File: config.mk
export PLATFORM = sky130hd
export DESIGN_NAME = load_store_unit
export DESIGN_NICKNAME = d
export VERILOG_FILES = /design/src/rtl/load_store_unit.sv
export SDC_FILE = /design/constraint.sdc
export NUM_CORES = 1
export LEC_CHECK = 0
export ABC_AREA = 1
export CORE_AREA = 5 5 116 140
export DETAILED_ROUTE_END_ITERATION = 7
export DIE_AREA = 0 0 121 145
export GPL_TIMING_DRIVEN = 0
export PLACE_DENSITY_LB_ADDON = 0.05
export SYNTH_ARGS = -nofsm -noshare
export SYNTH_HDL_FRONTEND = slang
export SYNTH_SLANG_ARGS = --single-unit
File: constraint.sdc
create_clock -name clk -period 1.7 [get_ports clk]
set_input_delay 0.255 -clock clk [delete_from_list [all_inputs] [get_ports clk]]
set_output_delay 0.255 -clock clk [all_outputs]
set_load 0.01 [all_outputs]
File: src/rtl/load_store_unit.sv
// Multi-cycle load/store unit: decodes MIPS memory control codes, checks alignment and
// drives a big-endian word-wide req/ack memory port, with read-modify-write for sb/sh.
module load_store_unit #(
    parameter int ADDR_WIDTH = 32
) (
    input  logic                  clk,
    input  logic                  reset,
    input  logic                  start,
    input  logic [2:0]            MemRead,
    input  logic [1:0]            MemWrite,
    input  logic [ADDR_WIDTH-1:0] addr,
    input  logic [31:0]           wdata,
    output logic [31:0]           rdata,
    output logic                  busy,
    output logic                  done,
    output logic                  fault,
    output logic                  mem_req,
    output logic                  mem_we,
    output logic [ADDR_WIDTH-1:0] mem_addr,
    output logic [31:0]           mem_wdata,
    input  logic [31:0]           mem_rdata,
    input  logic                  mem_ack
);

    localparam logic [2:0] MR_LW  = 3'b001;
    localparam logic [2:0] MR_LH  = 3'b010;
    localparam logic [2:0] MR_LHU = 3'b011;
    localparam logic [2:0] MR_LB  = 3'b100;
    localparam logic [2:0] MR_LBU = 3'b101;
    localparam logic [1:0] MW_SW  = 2'b01;
    localparam logic [1:0] MW_SH  = 2'b10;

    typedef enum logic [2:0] {
        S_IDLE, S_RD, S_WR, S_RMW_RD, S_RMW_WR, S_DONE, S_FAULT
    } state_t;

    state_t                  state_q, state_d;
    logic [2:0]              mr_q, mr_d;
    logic [1:0]              offs_q, offs_d;
    logic                    half_q, half_d;
    logic [15:0]             wdata_q, wdata_d;
    logic [31:0]             rdata_q, rdata_d;
    logic                    mem_req_q, mem_req_d;
    logic                    mem_we_q, mem_we_d;
    logic [ADDR_WIDTH-1:0]   mem_addr_q, mem_addr_d;
    logic [31:0]             mem_wdata_q, mem_wdata_d;
    logic                    req_valid;
    logic                    req_bad;

    // Big-endian lane select: byte offset 0 is the most significant byte.
    function automatic logic [31:0] load_extend(input logic [31:0] word, input logic [2:0] op,
                                                input logic [1:0] offs);
        logic [7:0]  b;
        logic [15:0] h;
        logic [31:0] r;
        case (offs)
            2'd0:    b = word[31:24];
            2'd1:    b = word[23:16];
            2'd2:    b = word[15:8];
            default: b = word[7:0];
        endcase
        h = offs[1] ? word[15:0] : word[31:16];
        case (op)
            MR_LH:   r = {{16{h[15]}}, h};
            MR_LHU:  r = {16'h0000, h};
            MR_LB:   r = {{24{b[7]}}, b};
            MR_LBU:  r = {24'h000000, b};
            default: r = word;
        endcase
        return r;
    endfunction

    function automatic logic [31:0] merge_lane(input logic [31:0] word, input logic [15:0] wd,
                                               input logic is_half, input logic [1:0] offs);
        logic [31:0] w;
        w = word;
        if (is_half) begin
            if (offs[1]) w[15:0] = wd;
            else         w[31:16] = wd;
        end else begin
            case (offs)
                2'd0:    w[31:24] = wd[7:0];
                2'd1:    w[23:16] = wd[7:0];
                2'd2:    w[15:8]  = wd[7:0];
                default: w[7:0]   = wd[7:0];
            endcase
        end
        return w;
    endfunction

    assign req_valid = start && ((MemRead != 3'b000) || (MemWrite != 2'b00));
    assign req_bad   = ((MemRead != 3'b000) && (MemWrite != 2'b00))
                    || (MemRead[2:1] == 2'b11)
                    || (((MemRead == MR_LW) || (MemWrite == MW_SW)) && (addr[1:0] != 2'b00))
                    || (((MemRead == MR_LH) || (MemRead == MR_LHU) || (MemWrite == MW_SH)) && addr[0]);

    always_ff @(posedge clk) begin
        if (!reset) begin
            state_q     <= S_IDLE;
            mr_q        <= 3'b000;
            offs_q      <= 2'b00;
            half_q      <= 1'b0;
            wdata_q     <= 16'h0000;
            rdata_q     <= 32'h0000_0000;
            mem_req_q   <= 1'b0;
            mem_we_q    <= 1'b0;
            mem_addr_q  <= '0;
            mem_wdata_q <= 32'h0000_0000;
        end else begin
            state_q     <= state_d;
            mr_q        <= mr_d;
            offs_q      <= offs_d;
            half_q      <= half_d;
            wdata_q     <= wdata_d;
            rdata_q     <= rdata_d;
            mem_req_q   <= mem_req_d;
            mem_we_q    <= mem_we_d;
            mem_addr_q  <= mem_addr_d;
            mem_wdata_q <= mem_wdata_d;
        end
    end

    always_comb begin
        state_d     = state_q;
        mr_d        = mr_q;
        offs_d      = offs_q;
        half_d      = half_q;
        wdata_d     = wdata_q;
        rdata_d     = rdata_q;
        mem_req_d   = mem_req_q;
        mem_we_d    = mem_we_q;
        mem_addr_d  = mem_addr_q;
        mem_wdata_d = mem_wdata_q;
        case (state_q)
            S_IDLE: begin
                if (req_valid) begin
                    mr_d       = MemRead;
                    offs_d     = addr[1:0];
                    half_d     = (MemWrite == MW_SH);
                    wdata_d    = wdata[15:0];
                    mem_addr_d = {addr[ADDR_WIDTH-1:2], 2'b00};
                    if (req_bad) begin
                        state_d = S_FAULT;
                    end else if (MemRead != 3'b000) begin
                        state_d   = S_RD;
                        mem_req_d = 1'b1;
                        mem_we_d  = 1'b0;
                    end else if (MemWrite == MW_SW) begin
                        state_d     = S_WR;
                        mem_req_d   = 1'b1;
                        mem_we_d    = 1'b1;
                        mem_wdata_d = wdata;
                    end else begin
                        state_d   = S_RMW_RD;
                        mem_req_d = 1'b1;
                        mem_we_d  = 1'b0;
                    end
                end
            end
            S_RD: begin
                if (mem_ack) begin
                    rdata_d   = load_extend(mem_rdata, mr_q, offs_q);
                    mem_req_d = 1'b0;
                    state_d   = S_DONE;
                end
            end
            // Request stays high across the read-to-write turnaround.
            S_RMW_RD: begin
                if (mem_ack) begin
                    mem_wdata_d = merge_lane(mem_rdata, wdata_q, half_q, offs_q);
                    mem_we_d    = 1'b1;
                    state_d     = S_RMW_WR;
                end
            end
            S_WR, S_RMW_WR: begin
                if (mem_ack) begin
                    mem_req_d = 1'b0;
                    state_d   = S_DONE;
                end
            end
            default: state_d = S_IDLE;
        endcase
    end

    assign busy      = (state_q != S_IDLE);
    assign done      = (state_q == S_DONE) || (state_q == S_FAULT);
    assign fault     = (state_q == S_FAULT);
    assign rdata     = rdata_q;
    assign mem_req   = mem_req_q;
    assign mem_we    = mem_we_q;
    assign mem_addr  = mem_addr_q;
    assign mem_wdata = mem_wdata_q;

endmodule

==> run metrics <==
vias in the first global route=7973; Slowest cell on crit path=dfxtp_4; Worst Hold Class=input pin to flop; worst relative slew slack=56.35%; worst skew pair latency=0.42 ns; P_int=0.009714 W; R2R cell count=8; Leak=4.640 nW; DRT iter0 DRCs=794; vias=8599; Remaining DRCs=0; post-synthesis sequential area ratio=35.10%; die height=145 µm; top-area cell type share of the netlist area=35.10%; Final Hold Fails=0; Critical Path Stages=8; Final period util=107.8%; Seq pwr share=25.4%; crit-path max FO=6; IO Pins=206; worst slew pin tran=0.6547 ns; cells along the critical path=nor3_4 -> buf_6 -> o21ai_4 -> nor2_4 -> nand3_4 -> buf_12 -> a21oi_4 -> nor2_1; ANT nets after route=0; r2r setup slk=-0.13 ns; Psw=0.007128 W; Comb pwr share=53.0%; mux share of post-synthesis cell area=0%; Sw Ratio=42.32%; Detailed Route WL=29280 µm; crit path DAT=2.14 ns; Buf/Inv on CP=2; post-layout net count=1477; grt total ovfl=0; kind of end point of the critical path=flop; R2R Path Start=state_q[0]$_SDFFE_PN0P_; Final Non-Filler Cells=1589; main combinational cell family by area after synthesis=simple AND/OR/NAND/NOR gates; critical path type=flop to flop; largest net degree at the start of global routing=17; cts hold-fix bufs=0; initial antenna violation count=0; All-Layer GR Usage=31.11%; clk sinks=121; site row count=49; status=finished with violations; CTS clk-pin slew, worst paths=0.06 ns; Final min period=1.832 ns; clk buf depth=2; Primary FF master, synth=dfxtp_1; gpl congestion=1.013; WL per Instance=18.42 µm; Synth Area in Simple Gates=31.22%; register bit count reported by yosys=121; startpoint type of the worst setup path=flop; Cells after DPL=1539; first-pass GRT wire length=43240 µm; TritonCTS clock tree=built; Syn Inst Count=1132; clock root cell=clkbuf_16; max incr delay on CP=0.36 ns; r2r endpoint=mem_wdata[1]$_SDFFE_PN0P_; Max Freq=0.5459 GHz; CTS H-tree depth=4; Critical Path Start=state_q[0]$_SDFFE_PN0P_; synthesized cell area=0.006902 mm²; worst endpoint required time=2.01 ns; diode count=0; area fraction in compound gates after synthesis=21.74%; Synth Area in Adders=0%; Synth cell types=31; IO buf count=202; YS warnings=0; Clock Power Share=21.6%; # setup viols final=31; area share of xor/xnor cells in the synthesized design=0%; CP endpoint=mem_wdata[1]$_SDFFE_PN0P_; RSZ-0062 raised after global routing=yes; failing checks=setup timing; top cells by area, synth=dfxtp_1 (35%), nand2_1 (12%), o21ai_0 (10%); drt first pass iters=6; pwr/cell area=1606 mW/mm²; Core Footprint=0.01478 mm²; async set-reset flop share out of synthesis=0%; Synth-to-Final Area Change=51.99%; hold slack final=0.4142 ns; most common cell in the netlist=nand2_1; worst setup margin=-0.1320 ns; Max Slew Vio Count=0; Die ar.=0.01755 mm²; number of synthesized flops with an enable pin=0; hpwl dp=21130 µm; Initial Util=46.71%; mean cell area of the mapped netlist=6.097 µm²; MaxCap Viol Count=0; Die Wd=121 µm; worst vdd ir=0.8447 mV; area leader, netlist=dfxtp_1; family with the most delay on the worst path=simple AND/OR/NAND/NOR gates; Via density=5.412; Post-synth top cells=nand2_1 (229), nor2_1 (180), o21ai_0 (139); cts bufs inserted=17; layout cells sized above 1=16.10%; Clock Skews=0.005165 ns
## worst reg2reg max path, delay by kind of cell (launching register included)
| family | cells | cell delay [ns] |
|---|---|---|
| buffers and inverters | 2 | 0.37 |
| AOI/OAI and AO/OA | 2 | 0.22 |
| DFF | 1 | 0.36 |
| and+or+nand+nor | 4 | 0.79 |
## power groups by stage
stage / combinational [W] / clock, W / sequential [W]
6_report: 0.00892 / 0.00364 / 0.00428
5_1_grt: 0.00963 / 0.00381 / 0.00440
4_1_cts: 0.00753 / 0.00366 / 0.00426
3_5_place_dp: 0.00721 / 0 / 0.00427
3_3_place_gp: 0.00717 / 0 / 0.00425
2_1_floorplan: 0.00388 / 0 / 0.00452
## repair_timing
item,CTS,global route
gates resized for setup,72,175
setup endpoints to repair,120,114
pin swaps,4,24
buffers inserted,7,8
cloned,0,7
hold endpoints to repair,0,0
## area by class of cell
cell class | count | area, µm²
clock buffer | 19 | 442.9
tap | 204 | 255.2
fill | 1266 | 4285
buffer | 73 | 486.7
inverter | 135 | 519.2
timing repair buffer | 221 | 2246
clock inverter | 13 | 143.9
sequential | 121 | 2439
multi-input combinational | 803 | 3958
## how the worst min path moves through the flow
stage          slack [ns]  depth (start not counted)                         to                  from
3_3_place_gp         0.45                          2       mem_req$_SDFFE_PN0P_  mem_req$_SDFFE_PN0P_
6_report             0.41                          3  mem_addr[10]$_SDFFE_PN0P_              addr[10]
4_1_cts              0.41                          3   mem_addr[8]$_SDFFE_PN0P_               addr[8]
5_1_grt              0.43                          3  mem_addr[22]$_SDFFE_PN0P_              addr[22]
3_5_place_dp         0.45                          2       mem_req$_SDFFE_PN0P_  mem_req$_SDFFE_PN0P_
2_1_floorplan        0.39                          2   mem_addr[2]$_SDFFE_PN0P_               addr[2]
## state kept, by name, summed over array words and instances (netlist names), 2 cells and up
signal     cells
offs_q         2
rdata         32
mem_wdata     32
mem_addr      30
wdata_q       16
state_q        3
mr_q           3
## per-layer routing
layer / vias up / wire (µm) / GRT usage (%)
met3: 108 / 2508 / 5.839
met2: 458 / 14040 / 51.71
met5: - / 0 / 0
met4: 0 / 1553 / 14.29
li1: 4114 / - / -
met1: 3919 / 11170 / 38.78
## cell families after synthesis
logic type	count (synthesis)
flops	121
compound gates	284
buf+inv	211
other cells	1
simple gates	515
## layout by cell type, fill, tap and decap left out, drive strengths merged
cell           instances
nor2                 185
nand3                 68
clkinvlp               1
o21ai                143
clkdlybuf4s50        199
clkbuf                66
dlygate4sd2            2
o22ai                  1
a22oi                  2
a211oi                 2
or2                   19
buf                   45
nand3b                 1
nand4                 12
a31oi                  3
nand2                231
o211ai                 9
o21a                   9
o221ai                 3
nor3                   1
conb                   2
dfxtp                121
inv                  138
a21oi                112
clkinv                 7
bufinv                 2
clkdlybuf4s15          1
## through the flow
step	setup WS, ns	instance area, µm²	util [%]	setup TNS [ns]	total power [W]
final	-0.1320	10490	71.00	-1.191	0.01684
after global routing	-0.1752	10490	71.00	-3.768	0.01784
after CTS	-0.01035	9958	67.40	-0.02487	0.01544
after detailed placement	-0.6938	9183	62.15	-53.80	0.01148
after global placement	-0.6400	9183	62.15	-48.37	0.01142
after floorplan	0.1795	6905	-	0	0.008398
Power figures use the tool's default switching activity.
